File: config.mk
export PLATFORM = sky130hd
export DESIGN_NAME = pipe_skid_buffer
export DESIGN_NICKNAME = d
export VERILOG_FILES = /design/src/rtl/pipe_pkg.sv /design/src/rtl/skid_data_reg.sv /design/src/rtl/pipe_skid_buffer.sv
export SDC_FILE = /design/constraint.sdc
export NUM_CORES = 1
export LEC_CHECK = 0
export ABC_AREA = 1
export ABC_CLOCK_PERIOD_IN_PS = 3400
export CAP_MARGIN = 20
export CORE_MARGIN = 2
export CORE_UTILIZATION = 30
export DETAILED_ROUTE_END_ITERATION = 8
export HOLD_SLACK_MARGIN = 0.06
export PLACE_DENSITY_LB_ADDON = 0.08
export SLEW_MARGIN = 40
export SYNTH_ARGS = -nofsm -noshare
export SYNTH_HDL_FRONTEND = slang
export SYNTH_SLANG_ARGS = --single-unit
File: constraint.sdc
create_clock -name clk -period 3.4 [get_ports clk]
set_input_delay 0.68 -clock clk [delete_from_list [all_inputs] [get_ports clk]]
set_output_delay 0.68 -clock clk [all_outputs]
set_load 0.05 [all_outputs]
File: src/rtl/pipe_pkg.sv
// Shared definitions for the pipeline skid buffer: default payload width and FSM encoding.
package pipe_pkg;

   localparam int unsigned WIDTH_DEFAULT = 8;

   typedef enum logic [1:0] {
      StEmpty = 2'b00,
      StBusy  = 2'b01,
      StFull  = 2'b10
   } state_e;

endpackage

File: src/rtl/skid_data_reg.sv
// Payload register with asynchronous active-high reset and load enable.
module skid_data_reg #(
   parameter int unsigned WIDTH = 8
) (
   input  logic             clk,
   input  logic             rst,
   input  logic             i_load,
   input  logic [WIDTH-1:0] i_d,
   output logic [WIDTH-1:0] o_q
);

   logic [WIDTH-1:0] r_q;

   always_ff @(posedge clk or posedge rst) begin
      if (rst) begin
         r_q <= '0;
      end else if (i_load) begin
         r_q <= i_d;
      end
   end

   assign o_q = r_q;

endmodule

File: src/rtl/pipe_skid_buffer.sv
// Two-entry skid buffer: registered in_ready, main register drives out_data, skid absorbs
// the word accepted in the cycle downstream stalls.
module pipe_skid_buffer
   import pipe_pkg::*;
#(
   parameter int unsigned WIDTH = WIDTH_DEFAULT
) (
   input  logic             clk,
   input  logic             rst,
   input  logic             in_valid,
   input  logic [WIDTH-1:0] in_data,
   output logic             in_ready,
   output logic             out_valid,
   output logic [WIDTH-1:0] out_data,
   input  logic             out_ready,
   output logic [1:0]       occupancy
);

   state_e           r_state;
   state_e           w_state_d;
   logic             r_in_ready;
   logic             r_main_valid;
   logic             r_skid_valid;
   logic             w_in_xfer;
   logic             w_out_xfer;
   logic             w_main_load;
   logic             w_main_from_skid;
   logic             w_skid_load;
   logic [WIDTH-1:0] w_main_d;
   logic [WIDTH-1:0] w_main_q;
   logic [WIDTH-1:0] w_skid_q;

   assign w_in_xfer  = in_valid & r_in_ready;
   assign w_out_xfer = out_valid & out_ready;

   // State register; in_ready and valid bits are registered from the next state.
   always_ff @(posedge clk or posedge rst) begin
      if (rst) begin
         r_state      <= StEmpty;
         r_in_ready   <= 1'b0;
         r_main_valid <= 1'b0;
         r_skid_valid <= 1'b0;
      end else begin
         r_state      <= w_state_d;
         r_in_ready   <= (w_state_d != StFull);
         r_main_valid <= (w_state_d != StEmpty);
         r_skid_valid <= (w_state_d == StFull);
      end
   end

   always_comb begin
      w_state_d        = r_state;
      w_main_load      = 1'b0;
      w_main_from_skid = 1'b0;
      w_skid_load      = 1'b0;
      case (r_state)
         StEmpty: begin
            if (w_in_xfer) begin
               w_main_load = 1'b1;
               w_state_d   = StBusy;
            end
         end
         StBusy: begin
            if (w_in_xfer && w_out_xfer) begin
               w_main_load = 1'b1;
            end else if (w_out_xfer) begin
               w_state_d = StEmpty;
            end else if (w_in_xfer) begin
               w_skid_load = 1'b1;
               w_state_d   = StFull;
            end
         end
         StFull: begin
            if (w_out_xfer) begin
               w_main_load      = 1'b1;
               w_main_from_skid = 1'b1;
               w_state_d        = StBusy;
            end
         end
         default: begin
            // Unreachable encoding 2'b11 falls back to empty without loading anything.
            w_state_d = StEmpty;
         end
      endcase
   end

   always_comb begin
      in_ready  = r_in_ready;
      out_valid = r_main_valid;
      occupancy = {r_skid_valid, r_main_valid & ~r_skid_valid};
   end

   assign w_main_d = w_main_from_skid ? w_skid_q : in_data;

   skid_data_reg #(
      .WIDTH (WIDTH)
   ) u_main_reg (
      .clk    (clk),
      .rst    (rst),
      .i_load (w_main_load),
      .i_d    (w_main_d),
      .o_q    (w_main_q)
   );

   skid_data_reg #(
      .WIDTH (WIDTH)
   ) u_skid_reg (
      .clk    (clk),
      .rst    (rst),
      .i_load (w_skid_load),
      .i_d    (in_data),
      .o_q    (w_skid_q)
   );

   assign out_data = w_main_q;

endmodule

# Word-level counts from Yosys, hierarchy flattened
# Index checks and enable logic that the tools add are counted.
[word_totals]
latchBits = 0
mem_bits_ro = 0
reg_bits = 21
memories = 0
mem_bits_rw = 0
wordCells = 32
input_bits = 12
[op_classes]
n_mux = 15
mul = 0
n_div = 0
n_addsub = 0
shifts = 0
n_eq_ne = 4
n_lt_le_gt_ge = 0
n_reduce_logical = 3
n_bitwise = 4
[op_table]
columns = ["operator", "n"]
rows = [
  ["2-bit two-way mux", 5],
  ["8-bit two-way mux", 1],
  ["1-bit two-way mux", 7],
  ["2-bit case mux with 3 select lines", 1],
  ["2-bit equality test, second input constant", 2],
  ["1-bit bitwise AND", 3],
  ["1-bit case mux with 3 select lines", 1],
  ["2-bit by 1-bit equality test with 1-bit output, second input constant", 1],
  ["2-bit zero test", 1],
  ["2-bit inequality test, second input constant", 1],
  ["2-bit nonzero test", 1],
  ["1-bit logical AND", 1],
  ["1-bit NOT", 1],
]

# Logic depth before layout (Yosys ltp)
# Gate-level depths: netlist of the first run.
[depth]
depth_word = 6
depth_mapped = 7
mapped_depth_nobuf = 7

# By module
# Synthesis of the first run repeated with hierarchy kept, for this count alone.
[unflattened]
hier_cells = 126
hier_area_um2 = 1017.2
[modules_own_cells]
columns = ["module", "cells_each", "n_inst", "area_each_um2", "seq_area_each_um2"]
rows = [
  ["skid_data_reg", 35, 2, 309.0, 200.2],
  ["pipe_skid_buffer", 56, 1, 399.1, 125.1],
]

# Least setup slack after synthesis of the first run
# OpenSTA, ideal clock, no wires.
[synth_timing]
path_kind = "flip-flop to output port"
from = "register r_main_valid, in the netlist out_valid"
to = "output port occupancy[0]"
path_stages_with_launch = 3
setup_slack_ps = 1363
arrival_time_ps = 1357
required_time_ps = 2720
path_cell_list = "dfrtp_1 > inv_1 > nor2_1"
[synth_via]
elab_chain_len = 1
[synth_lines]
columns = ["element", "line_no", "source"]
rows = [
  ["start, declared", "pipe_skid_buffer.sv:22", "logic r_main_valid;"],
  ["start signal, assigned", "pipe_skid_buffer.sv:46", "r_main_valid <= (w_state_d != StEmpty);"],
  ["1-bit bitwise AND", "pipe_skid_buffer.sv:90", "occupancy = {r_skid_valid, r_main_valid & ~r_skid_valid};"],
  ["end, declared", "pipe_skid_buffer.sv:16", "output logic [1:0] occupancy"],
]
# Every way passes these cells.

# Final worst setup path of the first run
# Ends and elaborated chain as after synthesis.

==> results of run 1 <==
final cells by class:
cell class / count / share of cell area [%]
timing repair buffer: 23 / 17.3
inverter: 17 / 4.78
multi-input combinational: 87 / 32.3
clock buffer: 4 / 1.97
tap: 46 / 4.32
sequential: 21 / 39.4
cell usage in the layout (no fill, tap or decap), drive strengths merged:
master and count:
dfrtp 21, o21ai 8, clkdlybuf4s50 23, nand3 10, nand2 61, clkbuf 4, nor3 1, inv 17
nor2 7
state kept, by name, summed over array words and instances (netlist names):
signal and cells:
u_skid_reg.o_q 8, out_valid 1, u_main_reg.o_q 8, r_state 2, in_ready 1, r_skid_valid 1
worst register-to-register path: cells and delay by family, from the launching register on:
family          cells  cell delay, ns
buf+inv             1            0.05
simple gates        3            0.61
compound gates      1            0.06
flops               1            0.49
power by group:
group          leakage (µW)  total, µW  switching (µW)  internal [µW]
combinational      0.000436        685             459            226
sequential         0.000258        432            69.0            363
clock             0.0000150        120            74.8           45.6
layer usage:
metal	up-vias	GRT usage, %
li1	439	-
met1	357	16.3
met2	15	16.7
met3	2	2.16
met4	0	4.17
met5	-	0
path summary, 6_finish.rpt:
path,cells past startpoint,endpoint,startpoint,slack (ns)
min in group asynchronous,2,u_main_reg.o_q[6],rst,0.69
worst min register to register,2,u_main_reg.o_q[5],u_main_reg.o_q[5],0.49
worst max-delay path,3,occupancy[0],out_valid,1.13
worst min-delay path,2,u_main_reg.o_q[5],u_main_reg.o_q[5],0.49
worst max register to register,5,u_skid_reg.o_q[2],r_state[0],2.07
max in group asynchronous,2,u_main_reg.o_q[4],rst,2.40
cell families (layout without fill, tap and decap cells):
logic type / count (synthesis) / count (layout) / share of synthesized area [%]
AOI/OAI and AO/OA: 8 / 8 / 6.75
and+or+nand+nor: 79 / 79 / 34.7
DFF: 21 / 21 / 50.6
buffers and inverters: 19 / 44 / 7.95
stage by stage:
stage	total power [µW]	util [%]	cells	worst slack, ns	hold WS (ns)
floorplan	941	-	127	1.36	0.456
detailed placement	1130	39.2	194	1.35	0.465
global route	1340	40.0	198	1.05	0.517
finish	1240	40.0	198	1.13	0.488
CTS	1250	40.0	198	1.11	0.496
global placement	1120	39.2	194	1.37	0.462
==> flow_summary.yaml, run 1 <==
setup_path:
  critical_path_class: "reg -> out"
  timing.critical_path.slowest_cell_delay_ns: 0.80
  max_fanout_on_critical_path: 3
  critical_path.startpoint_type: "flip-flop"
  timing.critical_path.required_ns: 2.72
  cp_data_arrival_time_ns: 1.59
  end_kind: "output pin"
  cp_cell_sequence: "inv_1 -> nor2_1 -> clkdlybuf4s50_1"
  crit_path_max_delay_cell_type: "sky130_fd_sc_hd__clkdlybuf4s50_1"
  path_delay_family: "buffers and inverters"
  crit_buf_inv: 2
global_route:
  wire_length_of_the_first_global_routing_pass_mm: 3.54
  globalRouteOverflowTotal: 0
  number_of_antenna_violations_at_the_first_check_in_global_routing: 0
  globalRouteTotalUtil_pct: 11.3
  grt_start_max_net_pins: 22
  first_global_vias: 763
detailed_routing:
  routed_wl_mm: 1.96
  drtAntennaViolNets: 0
  sum_of_routed_wire_segments_on_met1_mm: 1.04
  drt_first_iter_violations: 16
  drt-pass1-iter-count: 4
  met2_wirelength_um: 831
  met3_length_um: 67
  top_layer: "met4"
  vias: 813
  routed_len_inst_um: 9.91
  route.detailed.vias_per_inst: 4.11
  route.detailed.drc: 0
cells_and_area:
  multiInputGateArea_um2: 430
  design.final.nets: 165
  design_area_um2: 1330
  fillers: 346
  antenna_cells: 0
  seqCellArea_um2: 526
  flow.area_growth_from_synthesis_pct: 28.4
  final_layout_size_suffix_gt1_share_pct: 14.5
timing:
  min_period_ns: 2.27
  timing.final.hold_violations: 0
  final.period_utilization_pct: 66.8
  setup_total_negative_slack_ns: 0
  worst_pin_slew_ns: 0.491
  grt_setup_unrepaired: "false"
  max_clock_freq_mhz: 440
  setup_viol: 0
  slew_headroom_pct: 67.2
  slew_limit_fails: 0
  worst_case_clock_skew_ns: 0.00654
clocking:
  cts.clk_slew.worst_paths_ns: 0.11
  cts.root.buffer_cell: "sky130_fd_sc_hd__clkbuf_4"
  htree_levels: 1
  tritoncts.num_buffers: 3
  cts.hold.buffers_added: 0
  clkSinkCount: 21
  maximum_buffer_depth_of_the_clock_tree: 2
  worstSkewPairLatency_ns: 0.30
  post-cts-setup-buffer-count: 0
  post_cts.resized_instances: 0
  cts_tree: "built"
worst_hold_path:
  min_path_type: "reg -> reg"
run:
  number_of_max_cap_violations: 0
floorplan:
  start_util_pct: 31.1
  die_h_um: 62.8
  floorplan.rows: 21
  core_region_area_um2: 3340
  dieWidth_um: 62.8
  floorplan_die_area_um2: 3950
  pin_count: 24
synthesis:
  synth.largest_area_cell: "sky130_fd_sc_hd__dfrtp_1"
  number_of_enable_flip_flop_cells_after_synthesis: 0
  synth.most_common_cell: "sky130_fd_sc_hd__nand2_1"
  syn_avg_cell_area_um2: 8.18
  synth.top_cell.area_share_pct: 50.6
  ys_seq_area_share_pct: 50.6
  ys_seq_elements: 21
  synth_instances: 127
  synth_async_sr_flop_share_pct: 100
  ys.warnings.count: 0
  post_synthesis_net_count: 139
  synth_commonest_cells: "58 x sky130_fd_sc_hd__nand2_1, 21 x sky130_fd_sc_hd__dfrtp_1, 14 x sky130_fd_sc_hd__inv_1"
  ys_types: 15
  synth_top_cells_by_area: "sky130_fd_sc_hd__dfrtp_1 51%, sky130_fd_sc_hd__nand2_1 21%, sky130_fd_sc_hd__o21ai_2 6.7%"
  ys_dominant_reg_cell: "sky130_fd_sc_hd__dfrtp_1"
  synth_area_um2: 1040
outcome:
  run_status: "finished, final reports clean"
place:
  dp_hpwl_mm: 1.47
  portBuffers: 23
  gp_routability_congestion: 0.806
  place_area_um2: 1310
pwr:
  peakVddDrop_mv: 0.217
  pwr_density_cell_nw_per_um2: 928
  power_leakage_uw: 0.000709
No activity file was read; power rests on OpenSTA's default activity.
==> inputs of run 2 (changes only) <==
--- a/config.mk
+++ b/config.mk
@@ -6,7 +6,7 @@
 export NUM_CORES = 1
 export LEC_CHECK = 0
 export ABC_AREA = 1
-export ABC_CLOCK_PERIOD_IN_PS = 3400
+export ABC_CLOCK_PERIOD_IN_PS = 2100
 export CAP_MARGIN = 20
 export CORE_MARGIN = 2
 export CORE_UTILIZATION = 30
==> constraint.sdc (replaced) <==
create_clock -name clk -period 2.1 [get_ports clk]
set_input_delay 0.42 -clock clk [delete_from_list [all_inputs] [get_ports clk]]
set_output_delay 0.42 -clock clk [all_outputs]
set_load 0.05 [all_outputs]
==> run 2 against run 1 <==
Critical path depth is the same; sequential power rose by 61%; routed wire length grew 3.0%; critical path type unchanged; global-route usage fell by 0.24 points; die area did not move; register-to-register slack worse by 1.3 ns; sequential share of layout area fell by 0.22 points.
==> flow_summary.yaml, run 2 (same netlist as run 1, synthesis figures left out) <==
cells_and_area:
  antenna_cells: 0
  final_layout_size_suffix_gt1_share_pct: 14.4
  layout.cells.most_common_list: "58 x sky130_fd_sc_hd__nand2_1, 23 x sky130_fd_sc_hd__clkdlybuf4s50_1, 21 x sky130_fd_sc_hd__dfrtp_1"
  final_core_util_pct: 40.2
  design.final.nets: 166
  flow.area_growth_from_synthesis_pct: 29.2
  most_common_cell_after_layout_fill_and_taps_aside: "sky130_fd_sc_hd__nand2_1"
  design_area_um2: 1340
pwr:
  total_switching_power_uw: 978
  pwr_density_cell_nw_per_um2: 1500
  p_sw_share_pct: 48.7
  peakVddDrop_mv: 0.348
  fin_total_pwr_uw: 2010
  power_frac_clock_pct: 9.6
  part_of_the_power_in_registers_pct: 34.7
  pwr-share-comb_pct: 55.7
  p_int_uw: 1030
  power_leakage_uw: 0.000715
detailed_routing:
  drt-pass1-iter-count: 4
  route.detailed.drc: 0
  drtAntennaViolNets: 0
  route.detailed.vias_per_inst: 4.19
  routed_wl_mm: 2.02
  vias: 833
  drt_first_iter_violations: 29
  routed_len_inst_um: 10.2
global_route:
  wire_length_of_the_first_global_routing_pass_mm: 3.48
  grt_start_max_net_pins: 22
  number_of_antenna_violations_at_the_first_check_in_global_routing: 0
  globalRouteOverflowTotal: 0
  first_global_vias: 789
  globalRouteTotalUtil_pct: 11.0
timing:
  worst_case_clock_skew_ns: 0.00774
  min_period_ns: 2.02
  setup_viol: 0
  slew_headroom_pct: 67.2
  timing.final.hold_violations: 0
  max_clock_freq_mhz: 495
  final.period_utilization_pct: 96.1
  setup_total_negative_slack_ns: 0
  grt_setup_unrepaired: "false"
  worst_pin_slew_ns: 0.491
  slew_limit_fails: 0
  finalWorstSetupSlack_ns: 0.0813
place:
  dp_hpwl_mm: 1.49
  portBuffers: 23
  place_area_um2: 1320
  gp_routability_congestion: 0.811
  dpl_worst_slack_ns: 0.276
run:
  number_of_max_cap_violations: 0
clocking:
  maximum_buffer_depth_of_the_clock_tree: 2
  cts.clk_slew.worst_paths_ns: 0.12
  worstSkewPairLatency_ns: 0.30
  post-cts-setup-buffer-count: 0
  cts_tree: "built"
  post_cts.resized_instances: 0
  cts.hold.buffers_added: 0
  tritoncts.num_buffers: 3
  htree_levels: 1
  clkSinkCount: 21
  cts.root.buffer_cell: "sky130_fd_sc_hd__clkbuf_4"
setup_path:
  timing.critical_path.required_ns: 1.68
  critical_path_depth: 3
  critical_path_class: "reg -> out"
  cp_data_arrival_time_ns: 1.60
  critical_path.startpoint_type: "flip-flop"
  end_kind: "output pin"
  cp_cell_sequence: "inv_1 -> nor2_1 -> clkdlybuf4s50_1"
  timing.critical_path.slowest_cell_delay_ns: 0.80
  timing.reg2reg.worst_path_depth: 5
  crit_path_max_delay_cell_type: "sky130_fd_sc_hd__clkdlybuf4s50_1"
  max_fanout_on_critical_path: 3
  path_delay_family: "buffers and inverters"
  crit_buf_inv: 2
outcome:
  run_status: "finished, final reports clean"
floorplan:
  pin_count: 24
  start_util_pct: 31.1
  dieWidth_um: 62.8
  core_region_area_um2: 3340
  floorplan.rows: 21
  die_h_um: 62.8
  floorplan_die_area_um2: 3950
worst_hold_path:
  min_path_type: "in -> async"
run 2: power by group through the flow:
stage	clock network, µW	logic (µW)	registers [µW]
after detailed placement	0	1130	707
final	193	1120	697
after global placement	0	1110	704
after global routing	221	1210	720
after CTS	199	1130	697
after floorplan	0	517	1010
run 2: routing by layer:
metal | track usage [%] | up-vias | routed length (µm)
met1 | 14.7 | 376 | 1020
met5 | 0 | - | 0
met4 | 4.17 | 0 | 19
met2 | 17.6 | 19 | 895
li1 | - | 436 | -
met3 | 2.34 | 2 | 86
run 2: area by class of cell:
cell class / count / area (µm²)
Timing Repair Buffer: 24 / 238
Fill cell: 339 / 2000
Sequential cell: 21 / 526
Clock buffer: 4 / 26.3
Multi-Input combinational cell: 87 / 430
Tap cell: 46 / 57.6
Inverter: 17 / 63.8
run 2: worst reg2reg max path: cells and delay by family, from the launching register on:
family | cells | cell delay, ns
AND/OR/NAND/NOR | 3 | 0.63
flip-flops | 1 | 0.49
buffers and inverters | 1 | 0.06
AO/OA/AOI/OAI | 1 | 0.06
run 2: per-stage QoR:
| stage | hold WS (ns) | cells |
|---|---|---|
| after floorplan | 0.397 | 127 |
| after global placement | 0.462 | 195 |
| after detailed placement | 0.464 | 195 |
| after CTS | 0.457 | 199 |
| after global routing | 0.492 | 199 |
| final | 0.438 | 199 |
run 2: path summary, 6_finish.rpt:
kind / startpoint / endpoint / slack [ns]
max in group asynchronous: rst / u_skid_reg.o_q[4] / 1.44
worst min register to register: u_main_reg.o_q[3] / u_main_reg.o_q[3] / 0.49
worst max-delay path: out_valid / occupancy[0] / 0.08
min in group clk: u_main_reg.o_q[3] / u_main_reg.o_q[3] / 0.49
worst min-delay path: rst / r_skid_valid / 0.44
worst max register to register: r_state[0] / u_skid_reg.o_q[6] / 0.74
